### config.mk
export PLATFORM = sky130hd
export DESIGN_NAME = snake_collision_gen
export DESIGN_NICKNAME = d
export VERILOG_FILES = /design/src/rtl/snake_collision_gen.sv
export SDC_FILE = /design/constraint.sdc
export NUM_CORES = 1
export LEC_CHECK = 0
export BUFFER_PORTS_ARGS = -buffer_cell sky130_fd_sc_hd__buf_2
export CAP_MARGIN = 20
export CORE_ASPECT_RATIO = 0.8
export CORE_UTILIZATION = 29
export CTS_CLUSTER_SIZE = 14
export DETAILED_ROUTE_END_ITERATION = 10
export PLACE_DENSITY = 0.51
export SETUP_SLACK_MARGIN = 0.4
export SLEW_MARGIN = 0
export SYNTH_ARGS = -nofsm -noshare
export SYNTH_HDL_FRONTEND = slang
export SYNTH_SLANG_ARGS = --single-unit
### constraint.sdc
create_clock -name clk -period 14.75 [get_ports clk]
set_input_delay 2.95 -clock clk [delete_from_list [all_inputs] [get_ports clk]]
set_output_delay 2.95 -clock clk [all_outputs]
set_load 0.1 [all_outputs]
### src/rtl/snake_collision_gen.sv
// snake_collision_gen: snake game event source on a 16x8 grid.
// Advances the head one cell per processed step, tracks up to MAX_LEN body
// segments and an LFSR-placed apple, and emits registered single-cycle
// goodColl (apple eaten) / badColl (wall or self hit) pulses.
module snake_collision_gen #(
   parameter logic [7:0] SEED    = 8'hA5,
   parameter int         MAX_LEN = 15
) (
   input  logic       clk,
   input  logic       rst,
   input  logic       start,
   input  logic       step_tick,
   input  logic       dir_vld,
   input  logic [1:0] dir_i,
   output logic       goodColl,
   output logic       badColl,
   output logic [3:0] head_x,
   output logic [2:0] head_y,
   output logic [3:0] apple_x,
   output logic [2:0] apple_y,
   output logic       apple_vld,
   output logic [3:0] length,
   output logic [1:0] state
);

   typedef enum logic [1:0] {
      S_IDLE  = 2'd0,
      S_RUN   = 2'd1,
      S_APPLE = 2'd2,
      S_OVER  = 2'd3
   } state_t;

   localparam logic [3:0] HOME_X   = 4'd8;
   localparam logic [2:0] HOME_Y   = 3'd4;
   localparam logic [3:0] APPLE0_X = 4'd12;
   localparam logic [2:0] APPLE0_Y = 3'd4;
   localparam logic [1:0] D_RIGHT  = 2'd0;

   state_t     st;
   logic [7:0] lfsr;
   logic [1:0] cur_dir;
   logic [1:0] pend_dir;
   logic       step_pend;
   logic [3:0] body_x [MAX_LEN];
   logic [2:0] body_y [MAX_LEN];

   logic [4:0] nx, ny;
   logic       wall_hit, self_hit, apple_hit, cand_hit, do_step;
   logic [3:0] cand_x;
   logic [2:0] cand_y;
   logic       fb;

   assign state  = st;
   assign fb     = lfsr[7] ^ lfsr[5] ^ lfsr[4] ^ lfsr[3];
   assign cand_x = lfsr[3:0];
   assign cand_y = lfsr[6:4];

   // Next head in 5-bit two's complement so that -1 and 16/8 are visible as out-of-grid
   always_comb begin
      nx = {1'b0, head_x};
      ny = {2'b00, head_y};
      case (pend_dir)
         2'd0:    nx = nx + 5'd1;
         2'd1:    ny = ny + 5'd1;
         2'd2:    nx = nx - 5'd1;
         default: ny = ny - 5'd1;
      endcase
   end

   assign wall_hit  = nx[4] | ny[4] | ny[3];
   assign apple_hit = apple_vld && (nx[3:0] == apple_x) && (ny[2:0] == apple_y);
   assign do_step   = (st == S_RUN) && (step_tick || step_pend);

   // Occupancy compares against the active body: next head for self hit, LFSR candidate for apple placement
   always_comb begin
      self_hit = 1'b0;
      cand_hit = (cand_x == head_x) && (cand_y == head_y);
      for (int i = 0; i < MAX_LEN; i++) begin
         if (i < int'(length)) begin
            if (body_x[i] == nx[3:0] && body_y[i] == ny[2:0]) self_hit = 1'b1;
            if (body_x[i] == cand_x && body_y[i] == cand_y)   cand_hit = 1'b1;
         end
      end
   end

   // Game FSM with registered pulses, head/body/apple state and free-running LFSR
   always_ff @(posedge clk) begin
      if (rst) begin
         st        <= S_IDLE;
         lfsr      <= SEED;
         cur_dir   <= D_RIGHT;
         pend_dir  <= D_RIGHT;
         step_pend <= 1'b0;
         head_x    <= HOME_X;
         head_y    <= HOME_Y;
         apple_x   <= APPLE0_X;
         apple_y   <= APPLE0_Y;
         apple_vld <= 1'b1;
         length    <= 4'd0;
         goodColl  <= 1'b0;
         badColl   <= 1'b0;
         for (int i = 0; i < MAX_LEN; i++) begin
            body_x[i] <= 4'd0;
            body_y[i] <= 3'd0;
         end
      end else begin
         lfsr     <= {lfsr[6:0], fb};
         goodColl <= 1'b0;
         badColl  <= 1'b0;

         // Reversals are dropped; a step in this same cycle still uses the old pending value
         if (dir_vld && (dir_i != (cur_dir ^ 2'd2)))
            pend_dir <= dir_i;

         case (st)
            S_IDLE: begin
               if (start) st <= S_RUN;
            end

            S_RUN: begin
               if (do_step) begin
                  step_pend <= 1'b0;
                  cur_dir   <= pend_dir;
                  if (wall_hit || self_hit) begin
                     badColl <= 1'b1;
                     st      <= S_OVER;
                  end else begin
                     for (int i = MAX_LEN - 1; i > 0; i--) begin
                        body_x[i] <= body_x[i-1];
                        body_y[i] <= body_y[i-1];
                     end
                     body_x[0] <= head_x;
                     body_y[0] <= head_y;
                     head_x    <= nx[3:0];
                     head_y    <= ny[2:0];
                     if (apple_hit) begin
                        goodColl  <= 1'b1;
                        apple_vld <= 1'b0;
                        st        <= S_APPLE;
                        if (length != 4'(MAX_LEN)) length <= length + 4'd1;
                     end
                  end
               end
            end

            S_APPLE: begin
               // One-deep step memory; extra ticks while set are simply absorbed
               if (step_tick) step_pend <= 1'b1;
               if (!cand_hit) begin
                  apple_x   <= cand_x;
                  apple_y   <= cand_y;
                  apple_vld <= 1'b1;
                  st        <= S_RUN;
               end
            end

            default: begin
               if (start) begin
                  head_x    <= HOME_X;
                  head_y    <= HOME_Y;
                  cur_dir   <= D_RIGHT;
                  pend_dir  <= D_RIGHT;
                  step_pend <= 1'b0;
                  apple_x   <= APPLE0_X;
                  apple_y   <= APPLE0_Y;
                  apple_vld <= 1'b1;
                  length    <= 4'd0;
                  for (int i = 0; i < MAX_LEN; i++) begin
                     body_x[i] <= 4'd0;
                     body_y[i] <= 3'd0;
                  end
                  st <= S_RUN;
               end
            end
         endcase
      end
   end

endmodule

==> out/summary.txt <==
Status = complete, no violations
Crit Path Max Fanout = 70
CTS Buf Count = 17
Switch Pwr = 0.000412 W
#FFs+latches synth = 141
Clock Tree Root = clkbuf_16
Combinational Power Share = 23.2%
Die height = 161 um
Sink Count = 141
CTS tree = done
Slew margin rel. = 33.9%
Critical Path Most Common Cell = xnor2_1
Final Critical Period = 5400 ps
Internal = 0.000872 W
Nets = 906
Synth-to-layout area growth = 13.6%
Die Width = 201 um
Hold-fix buffers, CTS = 0
Peak Freq = 185 MHz
DR iter-0 viols = 841
Clk buf depth = 2
Die area = 32300 um2
Synthesized instance count = 894
CP arrival = 5460 ps
Maxcap violations = 0
Crit path max-delay family = simple AND/OR/NAND/NOR gates
Crit Path Class = flop to flop
Wirelength per Cell = 23.0 um
I/O Buffers = 29
Worst skew pair latency = 440 ps
Area share of the largest cell type after synthesis = 34.5%
Area contributors post-synth = edfxtp_1, xnor2_1, xor2_1, dfxtp_1, and3_1
Most frequent cells after synthesis = xnor2_1, edfxtp_1, and3_1
DP Cell Count = 1287
Hpwl dp = 19600 um
FP Rows = 57
Main synth FF type = edfxtp_1
GRT Overall Usage = 19.1%
Reg power frac = 39.0%
Period Utilization, post-route = 36.6%
Setup WS pre-CTS = 9250 ps
Core Region = 30700 um2
Final worst setup slack = 9350 ps
Final Hold Violating Endpoints = 0
RSZ-0062 raised after global routing = false
Sequential-to-total area share from yosys stat = 42.4%
Post-Route WL = 30400 um
Synth area leader = edfxtp_1
Postcts setup bufs = 0
First-pass GRT wire length = 45600 um
Remaining Overflow, GRT = 0
IO Count = 30
Crit start category = flop
Crit path capture type = flop
Worst-path clk slew = 70 ps
Drt via density = 5.36
CTS HTree Levels = 4
Final setup vio count = 0
Vias in the first global route = 6865
Netlist Area Pre-Place = 9150 um2
PwrDens = 124 nW/um2
Post-synth ARST share = 0%
Post-synth EDFFs = 105
Routed Antenna Nets = 0
Syn_area_per_cell = 10.2 um2
Final cell count without fillers = 1321
Critical path's largest stage delay = 730 ps
Count of cell types in the netlist = 60
GP Congestion = 0.874
Mapped Nets = 906
Layout cells sized above 1 = 11.0%
Sw Share = 32.1%
Drt pass-1 iters = 7
Filler cells = 3128
Initial Util = 29.8%
Largest net degree at the start of global routing = 71
Clock skew = 13.9 ps
Count leader, synth = xnor2_1
Initial antenna violation count = 1
Synthesis Warnings = 0
Pins Over Slew Limit = 0
Vias = 7081
Leak = 3.99 nW
Hold slack = 504 ps
CP Data Required Time = 14810 ps
Drc violations = 0
VDD IR max = 0.0750 mV
Worst path cell trace = nand2b_1 > xnor2_1 > ha_1 > nor2b_1 > o211ai_1 > and2_1 > xnor2_1 > nor4_1 > or4_1 > or3_1 > o21ai_4 > buf_4
Setup tns final = 0 ps
CP max stage cell = buf_4
Buffers and inverters on the worst path = 1
Clock power frac = 37.8%
Worst slew pin tran = 985 ps
Path type of the worst min-delay path = flop to flop
CTS resizes = 0
[cell usage in the layout (no fill, tap or decap), types with 14 or more instances in the layout]
cell       count
a211oi_1      14
and3_1       102
buf_2         29
buf_4         27
clkbuf_16     17
dfxtp_1       35
edfxtp_1     105
inv_1         17
nand2_1       19
nand3_1       29
nand4_1       24
nor2_1        29
nor3_1        21
nor4_1        15
or3_1         15
xnor2_1      143
xor2_1        87
[path summary, 6_finish.rpt]
path                     from            end  slack, ps  cells past startpoint
setup / recovery  pend_dir[1]  body_y[0][24]       9350                     12
hold / removal      step_pend      step_pend        500                      2
setup reg to reg  pend_dir[1]  body_y[0][24]       9350                     12
hold reg to reg     step_pend      step_pend        500                      2
[power groups by stage]
stage          Combinational [W]  Sequential (W)  Clock, W
4_1_cts                 0.000294        0.000500  0.000493
5_1_grt                 0.000320        0.000504  0.000509
3_5_place_dp            0.000292        0.000508         0
6_report                0.000298        0.000501  0.000485
2_1_floorplan           0.000204        0.000510         0
3_3_place_gp            0.000290        0.000509         0
[layer usage]
layer | vias up | wire [um] | global-route usage [%] | part of all wire (%)
met3 | 29 | 2680 | 4.89 | 8.8
met5 | - | 0 | 0 | 0
met2 | 294 | 12700 | 26.7 | 42
met1 | 3525 | 14600 | 28.8 | 48
met4 | 0 | 402 | 4.86 | 1.3
li1 | 3233 | - | - | -
[area by class of cell]
class / count / area (um2) / share of cell area [%]
Clock inverter: 14 / 215 / 2.07
Timing Repair Buffer: 56 / 348 / 3.35
Multi-Input combinational cell: 661 / 4940 / 47.5
Sequential cell: 141 / 3870 / 37.3
Antenna cell: 1 / 2.50 / 0.0241
Clock buffer: 18 / 429 / 4.13
Inverter: 17 / 63.8 / 0.614
Tap cell: 413 / 517 / 4.97
[metrics by stage]
| step | utilization (%) | total power [W] | instance area, um2 |
|---|---|---|---|
| 2_1_floorplan | - | 0.000714 | 9150 |
| 3_3_place_gp | 31.7 | 0.000798 | 9730 |
| 3_5_place_dp | 31.7 | 0.000801 | 9730 |
| 4_1_cts | 33.8 | 0.00129 | 10400 |
| 5_1_grt | 33.9 | 0.00133 | 10400 |
| 6_report | 33.9 | 0.00128 | 10400 |
[tightest hold or removal path, delay by kind of cell, from the launching register on]
kind / cells / cell delay, ps
AOI/OAI and AO/OA: 1 / 70
and+or+nand+nor: 1 / 70
DFF: 1 / 330
[flip-flops by register name, indices dropped and copies added (netlist names), 2 cells and up]
| register | flops |
|---|---|
| lfsr | 8 |
| length | 4 |
| body_y | 45 |
| state | 2 |
| body_x | 60 |
| apple_x | 4 |
| cur_dir | 2 |
| pend_dir | 2 |
| head_x | 4 |
| apple_y | 3 |
| head_y | 3 |
[kinds of logic after synthesis]
group,Yosys count,share of synthesized area [%]
AO/OA/AOI/OAI,105,8.41
XOR/XNOR,239,24.3
adder cells (fa/ha/maj),6,0.794
buffers and inverters,92,4.04
flip-flops,141,42.4
multiplexers,12,1.31
AND/OR/NAND/NOR,299,18.8
(Power assumes the default switching activity.)
